## src/rtl/ofdm_sync_ctrl_if.sv

```systemverilog
// Valid/ready stream bundle used for the trigger input and the phase output of ofdm_sync_ctrl.
interface ofdm_sync_ctrl_if #(
    parameter int unsigned WIDTH = 16
) ();
    logic [WIDTH-1:0] tdata;
    logic             tvalid;
    logic             tready;

    modport master (output tdata, output tvalid, input tready);
    modport slave  (input tdata, input tvalid, output tready);
endinterface

```

## src/rtl/ofdm_sync_ctrl.sv

```systemverilog
// Schmidl-Cox frame-sync sequencer: arms the detector, forwards the trigger phase, enforces hold-off/timeout.
// Define OFDM_SYNC_CTRL_STATUS_EN to build the frame/timeout/drop status counters; otherwise they read 0.
module ofdm_sync_ctrl #(
    parameter logic [7:0]  SR_CTRL      = 8'd6,
    parameter logic [7:0]  SR_TIMEOUT   = 8'd7,
    parameter logic [7:0]  SR_HOLDOFF   = 8'd8,
    parameter int unsigned WIDTH_CNT    = 16,
    parameter int unsigned FLUSH_CYCLES = 8
) (
    input  logic                 clk,
    input  logic                 reset,
    input  logic                 clear,
    input  logic                 set_stb,
    input  logic [7:0]           set_addr,
    input  logic [31:0]          set_data,
    ofdm_sync_ctrl_if.slave      trig,
    input  logic                 eof,
    ofdm_sync_ctrl_if.master     phase,
    output logic                 det_enable,
    output logic                 det_clear,
    output logic [2:0]           state_o,
    output logic [WIDTH_CNT-1:0] frame_count,
    output logic [WIDTH_CNT-1:0] timeout_count,
    output logic [WIDTH_CNT-1:0] drop_count
);

    typedef enum logic [2:0] {
        IDLE    = 3'd0,
        SEARCH  = 3'd1,
        FRAME   = 3'd2,
        HOLDOFF = 3'd3,
        FLUSH   = 3'd4
    } state_t;

    state_t               state, state_n;
    logic                 enable_r, one_shot_r;
    logic [WIDTH_CNT-1:0] timeout_r, holdoff_r, cnt;
    logic                 cnt_last, cnt_expire;
    logic                 trig_hs, trig_latch, oneshot_stop;
    logic [15:0]          phase_data_r;
    logic                 phase_valid_r;
    logic                 unused_set_bits;

    assign unused_set_bits = &set_data[31:WIDTH_CNT];
    assign cnt_last        = (cnt == '0) || (cnt == WIDTH_CNT'(1));
    assign cnt_expire      = (cnt == WIDTH_CNT'(1));
    assign trig.tready     = (state == SEARCH) ? !phase_valid_r : 1'b1;
    assign trig_hs         = trig.tvalid && trig.tready;
    assign phase.tdata     = phase_data_r;
    assign phase.tvalid    = phase_valid_r;
    assign state_o         = state;

    // One-shot clear is applied after the bus write so the frame end wins a same-cycle write.
    always_ff @(posedge clk or posedge reset) begin
        if (reset) begin
            enable_r   <= 1'b0;
            one_shot_r <= 1'b0;
            timeout_r  <= '0;
            holdoff_r  <= '0;
        end else begin
            if (set_stb && set_addr == SR_CTRL) begin
                enable_r   <= set_data[0];
                one_shot_r <= set_data[1];
            end
            if (set_stb && set_addr == SR_TIMEOUT)
                timeout_r <= set_data[WIDTH_CNT-1:0];
            if (set_stb && set_addr == SR_HOLDOFF)
                holdoff_r <= set_data[WIDTH_CNT-1:0];
            if (oneshot_stop)
                enable_r <= 1'b0;
        end
    end

    always_ff @(posedge clk or posedge reset) begin
        if (reset) state <= IDLE;
        else       state <= state_n;
    end

    always_comb begin
        state_n      = state;
        trig_latch   = 1'b0;
        oneshot_stop = 1'b0;
        if (clear) begin
            state_n = IDLE;
        end else begin
            case (state)
                IDLE: if (enable_r) state_n = SEARCH;
                SEARCH: begin
                    if (!enable_r) begin
                        state_n = FLUSH;
                    end else if (trig_hs) begin
                        state_n    = FRAME;
                        trig_latch = 1'b1;
                    end
                end
                FRAME: begin
                    if (!enable_r) begin
                        state_n = FLUSH;
                    end else if (eof) begin
                        if (one_shot_r) begin
                            state_n      = IDLE;
                            oneshot_stop = 1'b1;
                        end else begin
                            state_n = HOLDOFF;
                        end
                    end else if (cnt_expire) begin
                        state_n = FLUSH;
                    end
                end
                HOLDOFF: begin
                    if (!enable_r)     state_n = FLUSH;
                    else if (cnt_last) state_n = SEARCH;
                end
                FLUSH: if (cnt_last) state_n = enable_r ? SEARCH : IDLE;
                default: state_n = IDLE;
            endcase
        end
    end

    // Shared down-counter: reloaded on entry to each timed state, a zero load never expires in FRAME.
    always_ff @(posedge clk or posedge reset) begin
        if (reset) begin
            cnt <= '0;
        end else if (clear) begin
            cnt <= '0;
        end else if (state_n == FRAME && state != FRAME) begin
            cnt <= timeout_r;
        end else if (state_n == HOLDOFF && state != HOLDOFF) begin
            cnt <= holdoff_r;
        end else if (state_n == FLUSH && state != FLUSH) begin
            cnt <= WIDTH_CNT'(FLUSH_CYCLES);
        end else if (cnt != '0) begin
            cnt <= cnt - WIDTH_CNT'(1);
        end
    end

    always_ff @(posedge clk or posedge reset) begin
        if (reset) begin
            det_enable <= 1'b0;
            det_clear  <= 1'b0;
        end else begin
            det_enable <= (state_n == SEARCH) || (state_n == FRAME) || (state_n == HOLDOFF);
            det_clear  <= (state_n == FLUSH);
        end
    end

    always_ff @(posedge clk or posedge reset) begin
        if (reset) begin
            phase_valid_r <= 1'b0;
            phase_data_r  <= '0;
        end else if (clear || state_n == FLUSH) begin
            phase_valid_r <= 1'b0;
        end else if (trig_latch) begin
            phase_data_r  <= trig.tdata;
            phase_valid_r <= 1'b1;
        end else if (phase.tready) begin
            phase_valid_r <= 1'b0;
        end
    end

`ifdef OFDM_SYNC_CTRL_STATUS_EN
    logic                 frame_inc, timeout_inc, drop_inc;
    logic [WIDTH_CNT-1:0] frame_cnt_r, timeout_cnt_r, drop_cnt_r;

    assign frame_inc   = !clear && enable_r && state == FRAME && eof;
    assign timeout_inc = !clear && enable_r && state == FRAME && !eof && state_n == FLUSH;
    assign drop_inc    = !clear && trig_hs && (state == FRAME || state == HOLDOFF);

    always_ff @(posedge clk or posedge reset) begin
        if (reset) begin
            frame_cnt_r   <= '0;
            timeout_cnt_r <= '0;
            drop_cnt_r    <= '0;
        end else if (clear) begin
            frame_cnt_r   <= '0;
            timeout_cnt_r <= '0;
            drop_cnt_r    <= '0;
        end else begin
            if (frame_inc && frame_cnt_r != '1)     frame_cnt_r   <= frame_cnt_r + WIDTH_CNT'(1);
            if (timeout_inc && timeout_cnt_r != '1) timeout_cnt_r <= timeout_cnt_r + WIDTH_CNT'(1);
            if (drop_inc && drop_cnt_r != '1)       drop_cnt_r    <= drop_cnt_r + WIDTH_CNT'(1);
        end
    end

    assign frame_count   = frame_cnt_r;
    assign timeout_count = timeout_cnt_r;
    assign drop_count    = drop_cnt_r;
`else
    assign frame_count   = '0;
    assign timeout_count = '0;
    assign drop_count    = '0;
`endif

endmodule

```

## src/flat_wrapper.sv

```systemverilog
// flat-port wrapper written by rule: the top's interface ports become plain ports
module ofdm_sync_ctrl_flat 
#(
    parameter logic [7:0]  SR_CTRL      = 8'd6,
    parameter logic [7:0]  SR_TIMEOUT   = 8'd7,
    parameter logic [7:0]  SR_HOLDOFF   = 8'd8,
    parameter int unsigned WIDTH_CNT    = 16,
    parameter int unsigned FLUSH_CYCLES = 8
)
  (clk, reset, clear, set_stb, set_addr, set_data, eof, det_enable, det_clear, state_o, frame_count, timeout_count, drop_count, trig_tdata, trig_tvalid, trig_tready, phase_tdata, phase_tvalid, phase_tready);
  ofdm_sync_ctrl_if #(.WIDTH(16)) trig_i ();
  ofdm_sync_ctrl_if #(.WIDTH(16)) phase_i ();
  input  logic clk;
  input  logic reset;
  input  logic clear;
  input  logic set_stb;
  input  logic [7:0] set_addr;
  input  logic [31:0] set_data;
  input  logic eof;
  output logic det_enable;
  output logic det_clear;
  output logic [2:0] state_o;
  output logic [WIDTH_CNT-1:0] frame_count;
  output logic [WIDTH_CNT-1:0] timeout_count;
  output logic [WIDTH_CNT-1:0] drop_count;
  input wire logic [$bits(trig_i.tdata)-1:0] trig_tdata;
  input wire logic [$bits(trig_i.tvalid)-1:0] trig_tvalid;
  output wire logic [$bits(trig_i.tready)-1:0] trig_tready;
  output wire logic [$bits(phase_i.tdata)-1:0] phase_tdata;
  output wire logic [$bits(phase_i.tvalid)-1:0] phase_tvalid;
  input wire logic [$bits(phase_i.tready)-1:0] phase_tready;
  assign trig_i.tdata = trig_tdata;
  assign trig_i.tvalid = trig_tvalid;
  assign trig_tready = trig_i.tready;
  assign phase_tdata = phase_i.tdata;
  assign phase_tvalid = phase_i.tvalid;
  assign phase_i.tready = phase_tready;
  ofdm_sync_ctrl #(.SR_CTRL(SR_CTRL), .SR_TIMEOUT(SR_TIMEOUT), .SR_HOLDOFF(SR_HOLDOFF), .WIDTH_CNT(WIDTH_CNT), .FLUSH_CYCLES(FLUSH_CYCLES)) u_core (.clk(clk), .reset(reset), .clear(clear), .set_stb(set_stb), .set_addr(set_addr), .set_data(set_data), .trig(trig_i), .eof(eof), .phase(phase_i), .det_enable(det_enable), .det_clear(det_clear), .state_o(state_o), .frame_count(frame_count), .timeout_count(timeout_count), .drop_count(drop_count));
endmodule
```

## config.mk

```make
export PLATFORM = sky130hd
export DESIGN_NAME = ofdm_sync_ctrl_flat
export DESIGN_NICKNAME = d
export VERILOG_FILES = /design/src/rtl/ofdm_sync_ctrl_if.sv /design/src/rtl/ofdm_sync_ctrl.sv /design/src/flat_wrapper.sv
export SDC_FILE = /design/constraint.sdc
export NUM_CORES = 1
export LEC_CHECK = 0
export BUFFER_PORTS_ARGS = -buffer_cell sky130_fd_sc_hd__buf_2
export CORE_MARGIN = 2
export CORE_UTILIZATION = 46
export DETAILED_ROUTE_END_ITERATION = 12
export PLACE_DENSITY_LB_ADDON = 0.1
export SYNTH_ARGS = -nofsm -noshare
export SYNTH_HDL_FRONTEND = slang
export SYNTH_SLANG_ARGS = --single-unit
```

## constraint.sdc

```tcl
create_clock -name clk -period 1.99 [get_ports clk]
set_input_delay 0 -clock clk [delete_from_list [all_inputs] [get_ports clk]]
set_output_delay 0 -clock clk [all_outputs]
set_load 0.005 [all_outputs]
```

==> results of run 1 <==
[cell usage after synthesis (3+ instances only)]
cell	instances	share of area (%)
sky130_fd_sc_hd__o22ai_1	17	2.7
sky130_fd_sc_hd__inv_1	7	0.67
sky130_fd_sc_hd__nand2_1	62	5.9
sky130_fd_sc_hd__nor3_1	5	0.64
sky130_fd_sc_hd__nor2_1	15	1.4
sky130_fd_sc_hd__a21oi_2	10	2.2
sky130_fd_sc_hd__nor4_1	3	0.48
sky130_fd_sc_hd__nand4_1	3	0.48
sky130_fd_sc_hd__buf_4	49	9.4
sky130_fd_sc_hd__nand3_1	16	2.0
sky130_fd_sc_hd__a21oi_1	21	2.7
sky130_fd_sc_hd__dfrtp_1	72	46
sky130_fd_sc_hd__xor2_1	6	1.3
sky130_fd_sc_hd__clkbuf_1	11	1.1
sky130_fd_sc_hd__xnor2_1	6	1.3
sky130_fd_sc_hd__o21ai_0	4	0.51
sky130_fd_sc_hd__ha_1	3	0.96
sky130_fd_sc_hd__buf_2	5	0.64
sky130_fd_sc_hd__mux2_2	31	8.9
[layer usage]
metal | up-vias | track usage, % | part of all wire (%)
met5 | - | 0 | 0
met4 | 0 | 11.38 | 2.4
met3 | 17 | 3.103 | 4.0
met2 | 105 | 35.88 | 50
met1 | 1592 | 27.87 | 43
li1 | 1587 | - | -
[flip-flops by register name, indices dropped and copies added, names as in the netlist]
name                 count
u_core.cnt              16
u_core.holdoff_r        16
u_core.phase.tdata      16
u_core.timeout_r        16
u_core.state_o           3
u_core.det_clear         1
u_core.det_enable        1
u_core.enable_r          1
u_core.one_shot_r        1
u_core.phase.tvalid      1
[per-stage QoR]
step	util [%]	setup TNS, ns
global route	65.05	-5.097
global placement	55.83	-1.672
floorplan	-	-0.2799
detailed placement	55.83	-2.632
finish	65.05	-3.549
CTS	64.98	-2.929
[area by class of cell]
type	count	area [um2]
sequential	72	1802
fill	673	2887
timing repair buffer	168	1280
inverter	7	26.28
clock buffer	11	141.4
clock inverter	5	56.30
multi-input combinational	291	1934
tap	105	131.4
[layout by cell type (no fill, tap or decap), types with 3 or more instances in the layout]
cell and count:
sky130_fd_sc_hd__a21oi_1 21, sky130_fd_sc_hd__a21oi_2 10, sky130_fd_sc_hd__buf_12 4, sky130_fd_sc_hd__buf_2 69, sky130_fd_sc_hd__buf_4 55, sky130_fd_sc_hd__clkbuf_8 10, sky130_fd_sc_hd__conb_1 48, sky130_fd_sc_hd__dfrtp_1 72
sky130_fd_sc_hd__dlygate4sd3_1 37, sky130_fd_sc_hd__ha_1 3, sky130_fd_sc_hd__inv_1 6, sky130_fd_sc_hd__mux2_2 31, sky130_fd_sc_hd__nand2_1 62, sky130_fd_sc_hd__nand3_1 11, sky130_fd_sc_hd__nand3_2 5, sky130_fd_sc_hd__nand4_1 3
sky130_fd_sc_hd__nor2_1 15, sky130_fd_sc_hd__nor3_1 4, sky130_fd_sc_hd__nor3_2 3, sky130_fd_sc_hd__nor4_1 3, sky130_fd_sc_hd__o21ai_0 4, sky130_fd_sc_hd__o22ai_1 11, sky130_fd_sc_hd__o22ai_2 6, sky130_fd_sc_hd__xnor2_1 6
sky130_fd_sc_hd__xor2_1 6
[worst paths after layout]
path | slack [ns] | cells after the start | end
max in group asynchronous | 1.13 | 4 | u_core.timeout_r[1]$_DFFE_PP0P_
worst min register to register | 0.47 | 2 | u_core.phase.tdata[6]$_DFFE_PP0P_
worst min-delay path | 0.10 | 3 | u_core.one_shot_r$_DFFE_PP0P_
worst max-delay path | -0.24 | 9 | u_core.cnt[0]$_DFFE_PP0P_
min in group asynchronous | 0.22 | 3 | u_core.phase.tdata[15]$_DFFE_PP0P_
worst max register to register | -0.24 | 9 | u_core.cnt[0]$_DFFE_PP0P_
[worst max-delay path, cell delays in order, from the launching register on]
cell                        delay (ns)
sky130_fd_sc_hd__dfrtp_1          0.42
sky130_fd_sc_hd__nor4_4           0.32
sky130_fd_sc_hd__nand4_2          0.18
sky130_fd_sc_hd__buf_4            0.19
sky130_fd_sc_hd__o31ai_4          0.28
sky130_fd_sc_hd__buf_4            0.19
sky130_fd_sc_hd__a2111oi_1        0.07
sky130_fd_sc_hd__buf_4            0.14
sky130_fd_sc_hd__a311oi_2         0.22
sky130_fd_sc_hd__o21ai_1          0.09
[logic make-up after synthesis]
| family | after synthesis | synth area share [%] |
|---|---|---|
| simple gates | 126 | 16.37 |
| buf+inv | 75 | 12.39 |
| flops | 72 | 45.87 |
| compound gates | 70 | 12.49 |
| mux | 32 | 9.143 |
| xor+xnor | 12 | 2.676 |
| fa+ha+maj | 3 | 0.9558 |
| other cells | 1 | 0.09548 |
[where the power goes]
group | leakage (nW) | internal, mW | total (mW) | switching [mW]
sequential | 0.981 | 1.61 | 1.73 | 0.126
combinational | 1.68 | 0.905 | 1.77 | 0.863
clock | 0.0993 | 0.611 | 1.16 | 0.554
[repair_timing]
item	CTS	global route
hold buffers	37	0
resized for setup	7	1
hold endpoints to repair	75	0
setup buffers	11	0
setup endpoints to repair	16	18
gates cloned	2	0
pin swaps	6	4
==> run metrics, run 1 <==
fraction of final layout cells with drive strength greater than 1 39.53%; NumNets Final 615; via-per-instance ratio 5.009; number of detailed-route iterations in the first pass 4; final standard cell count with taps included and fillers excluded 659; pwr dens 868.5 nW/um2; final setup margin -0.2361 ns; Top FF cell, synth sky130_fd_sc_hd__dfrtp_1; fraction of the cycle the final worst path needs 111.9%; clk sinks 72; initial standard-cell utilization of the core 47.56%; via count of the first global-routing pass 3195; mean instance size in the synthesized netlist 10.04 um2; required time worst endpoint 2.22 ns; path type of the worst setup path flop to flop; global-route wire length before repair 15.21 mm; die outline area 9293 um2; TritonCTS clock tree yes; Cell variety after synth 51; number of instances in the placed design 593; initial antenna violation count 0; RSZ-0062 raised after global routing yes; P&R area growth vs syn 36.76%; endpoint type of the worst setup path flop; total placed instance area 4611 um2; number of levels the H-tree was split into 3; Clock Tree Root sky130_fd_sc_hd__clkbuf_8; ys async rst share 100.0%; clock-pin slew on the worst setup and hold paths 0.07 ns; Rows 33; Vert. Die Dim 96.40 um; number of clock buffers inserted by TritonCTS 9; fin area 5371 um2; violations in the final reports setup timing; total standard cell area after synthesis 3928 um2; Worst VDD drop 0.5256 mV; Wirelength per Cell 14.14 um; leakage component of the power 2.758 nW; count of nets left with antenna violations after detail routing 0; start point of the worst min-delay path set_addr[0]; type of the worst min-delay path input port to flop; remaining max-slew budget at the tightest pin 66.71%; number of instances in the synthesized netlist 391; FF+latch count, synth 72; io pins 134; gp weighted congestion 0.8353; remaining design rule violation count 0; Post-DP HPWL 6.105 mm; nature of the critical path startpoint flop; routed wire length 9.315 mm; overall track demand over capacity in global routing 21.76%; routed via count 3301; highest net fanout along the worst path 3; Iteration-0 DRC Markers 106; Clock Tree Buf Depth 2; max_cap viols 0; die boundary width 96.40 um; final worst clock skew 0.01128 ns; RR Startpoint u_core.cnt[11]$_DFFE_PP0P_; Warnings, synthesis 0; Min Clock Period, post-route 2.226 ns; result of the run finished, violations left; Crit path arrival time 2.46 ns; share of synthesized area occupied by flip-flops and latches 45.87%; core region area 8258 um2; clock latency reported for the late side of the worst-skew pair 0.35 ns; ant diodes 0; post-placement setup slack -0.2962 ns; CP Launch Point u_core.cnt[11]$_DFFE_PP0P_; PortBufs 69; Total Power Consumption 4.665 mW; max-slew violation total from the final report 0; maximum number of pins on one net before global-route repair 51; setup-violating endpoint count in the final report 17; GR Overflow Total 0; final-layout worst hold slack 0.1034 ns; worst-margin pin slew 0.4986 ns; Post-synth EDFFs 0; achievable clock frequency 0.4492 GHz; final hold violations 0
Note: power is estimated with default switching activity, not from simulation.
==> run 2: changes to the inputs <==
Settings changed: CORE_ASPECT_RATIO set to 0.6.
==> run metrics, run 2 (synthesized netlist as in run 1, its figures left out) <==
final setup margin -0.2059 ns (was -0.2361 ns); number of detailed-route iterations in the first pass 4 (unchanged); initial antenna violation count 0 (unchanged); violations in the final reports setup timing (unchanged); number of levels the H-tree was split into 3 (unchanged); via count of the first global-routing pass 3097 (was 3195); slowest stage cell on the critical path sky130_fd_sc_hd__nor4_4 (was sky130_fd_sc_hd__dfrtp_1); fraction of met1 tracks used by global routing 32.45% (was 27.87%); count of nets left with antenna violations after detail routing 0 (unchanged); RSZ-0062 raised after global routing yes (unchanged); setup-violating endpoint count in the final report 17 (unchanged); TritonCTS clock tree yes (unchanged); fraction of final layout cells with drive strength greater than 1 40.04% (was 39.53%); io pins 134 (unchanged); result of the run finished, violations left (unchanged); Min Clock Period, post-route 2.196 ns (was 2.226 ns); PortBufs 69 (unchanged); P&R area growth vs syn 37.40% (was 36.76%); die boundary width 123.3 um (was 96.40 um); max-slew violation total from the final report 0 (unchanged); most utilized layer in the global route result met1 (was met2); most common cell after layout, fill and taps aside sky130_fd_sc_hd__dfrtp_1 (unchanged); overall track demand over capacity in global routing 21.93% (was 21.76%); number of clock buffers inserted by TritonCTS 9 (unchanged); clock latency reported for the late side of the worst-skew pair 0.34 ns (was 0.35 ns); number of buffers and inverters on the critical path 1 (was 3); pwr dens 964.5 nW/um2 (was 868.5 nW/um2); worst r2r dst u_core.cnt[0]$_DFFE_PP0P_ (unchanged); routed via count 3204 (was 3301); required time worst endpoint 2.26 ns (was 2.22 ns); endpoint type of the worst setup path flop (unchanged); Register-to-Register Setup Slack -0.21 ns (was -0.24 ns); Clock Tree Buf Depth 2 (unchanged); met2 routing resource usage after global routing 31.68% (was 35.88%); worst-margin pin slew 0.5390 ns (was 0.4986 ns); max_cap viols 0 (unchanged); remaining design rule violation count 0 (unchanged); number of stages on the worst hold path 3 (unchanged); gp weighted congestion 0.8204 (was 0.8353); leakage component of the power 2.749 nW (was 2.758 nW); Iteration-0 DRC Markers 171 (was 106); Total Neg Setup Slack -2.810 ns (was -3.549 ns); Vert. Die Dim 75.58 um (was 96.40 um); ant diodes 0 (unchanged); GR Layer Usage met3 5.838% (was 3.103%); die outline area 9318 um2 (was 9293 um2); initial standard-cell utilization of the core 46.79% (was 47.56%); Worst VDD drop 0.4991 mV (was 0.5256 mV); Crit path arrival time 2.46 ns (about the same); path type of the worst setup path flop to flop (unchanged); via-per-instance ratio 4.862 (was 5.009); worst-path cell chain nor4_4, nand4_4, o31a_1, a211oi_2, buf_12, o22ai_1, o21ai_1 (was nor4_4, nand4_2, buf_4, o31ai_4, buf_4, a2111oi_1, buf_4, a311oi_2, o21ai_1); clk sinks 72 (unchanged); final hold violations 0 (unchanged); CP Launch Point u_core.cnt[7]$_DFFE_PP0P_ (was u_core.cnt[11]$_DFFE_PP0P_); highest net fanout along the worst path 29 (was 3); length in cells of the worst reg-to-reg path 7 (was 9); remaining max-slew budget at the tightest pin 63.69% (was 66.71%); nature of the critical path startpoint flop (unchanged); RR Startpoint u_core.cnt[7]$_DFFE_PP0P_ (was u_core.cnt[11]$_DFFE_PP0P_); maximum number of pins on one net before global-route repair 51 (unchanged); destination of the worst hold path u_core.state_o[2]$_DFF_PP0_ (was u_core.one_shot_r$_DFFE_PP0P_); clock-pin slew on the worst setup and hold paths 0.06 ns (was 0.07 ns); start point of the worst min-delay path clear (was set_addr[0]); Post-DP HPWL 6.480 mm (was 6.105 mm); fraction of the cycle the final worst path needs 110.3% (was 111.9%); global-route wire length before repair 15.32 mm (was 15.21 mm); NumNets Final 608 (was 615); type of the worst min-delay path input port to flop (unchanged); final worst clock skew 0.005386 ns (was 0.01128 ns); Wirelength per Cell 14.53 um (was 14.14 um); leading cell types in the layout, fill and taps excluded sky130_fd_sc_hd__dfrtp_1, sky130_fd_sc_hd__buf_2, sky130_fd_sc_hd__nand2_1 (unchanged); core region area 8393 um2 (was 8258 um2); Rows 26 (was 33); achievable clock frequency 0.4554 GHz (was 0.4492 GHz); post-placement setup slack -0.2527 ns (was -0.2962 ns); routed wire length 9.575 mm (was 9.315 mm); Top delay family on crit path compound AO/OA/AOI/OAI gates (unchanged); Clock Tree Root sky130_fd_sc_hd__clkbuf_16 (was sky130_fd_sc_hd__clkbuf_8); GR Overflow Total 0 (unchanged); Slowest Stage Delay on Critical Path 0.42 ns (about the same)
run 2: cell count changes in the layout (fill, tap and decap cells not counted), sizes merged:
cell         delta
buf             -4
bufbuf          -1
clkbuf          +2
clkinv          -1
clkinvlp        -1
dlygate4sd3     -2
run 2: worst max-delay path by stage:
stage / end / slack, ns / cells past startpoint
after floorplan: u_core.cnt[0]$_DFFE_PP0P_ / -0.03 / 7
after global placement: u_core.cnt[0]$_DFFE_PP0P_ / -0.26 / 7
after detailed placement: u_core.cnt[0]$_DFFE_PP0P_ / -0.25 / 7
after CTS: u_core.cnt[3]$_DFFE_PP0P_ / -0.27 / 7
after global routing: u_core.cnt[0]$_DFFE_PP0P_ / -0.34 / 8
final: u_core.cnt[0]$_DFFE_PP0P_ / -0.21 / 7
run 2: where the power goes:
part           leakage [nW]  total, mW  internal, mW  switching [mW]
Combinational          1.62       1.83         0.944           0.887
Clock                 0.150       1.63          1.03           0.600
Sequential            0.981       1.74          1.61           0.131
Total                  2.75       5.20          3.59            1.62
run 2: per-stage QoR:
stage	hold slack [ns]	instance area [um2]	cells	utilization (%)	total power, mW
2_1_floorplan	0.06314	4189	438	-	2.926
3_3_place_gp	0.06315	4647	603	55.37	3.459
3_5_place_dp	0.07158	4647	603	55.37	3.478
4_1_cts	0.01930	5361	658	63.88	5.201
5_1_grt	0.06108	5396	659	64.30	5.496
6_report	0.04877	5396	659	64.30	5.205
run 2: worst reg2reg max path: stages, from the launching register on:
cell and delay, ns:
sky130_fd_sc_hd__dfrtp_1 0.40, sky130_fd_sc_hd__nor4_4 0.42, sky130_fd_sc_hd__nand4_4 0.19, sky130_fd_sc_hd__o31a_1 0.36
sky130_fd_sc_hd__a211oi_2 0.25, sky130_fd_sc_hd__buf_12 0.22, sky130_fd_sc_hd__o22ai_1 0.15, sky130_fd_sc_hd__o21ai_1 0.13
run 2: area by class of cell:
| type | count | area, um2 |
|---|---|---|
| fillers | 693 | 2997 |
| multi-input cells | 291 | 1954 |
| flip-flops and latches | 72 | 1802 |
| repair buffers | 161 | 1174 |
| clock buffers | 13 | 260.3 |
| well taps | 112 | 140.1 |
| clock inverters | 3 | 40.04 |
| inverters | 7 | 26.28 |
run 2: what timing repair did:
item                                    CTS  global route
endpoints found under the setup margin   17            18
pin swaps                                 6             4
endpoints found under the hold margin    73             0
hold buffers                             35             0
cloned                                    0             0
gates resized for setup                   8             5
setup buffers                             4             1
run 2: routing by layer:
metal | vias up | wire, um
met2 | 85 | 4042
li1 | 1569 | -
met3 | 7 | 485
met5 | - | 0
met4 | 0 | 81
met1 | 1543 | 4966
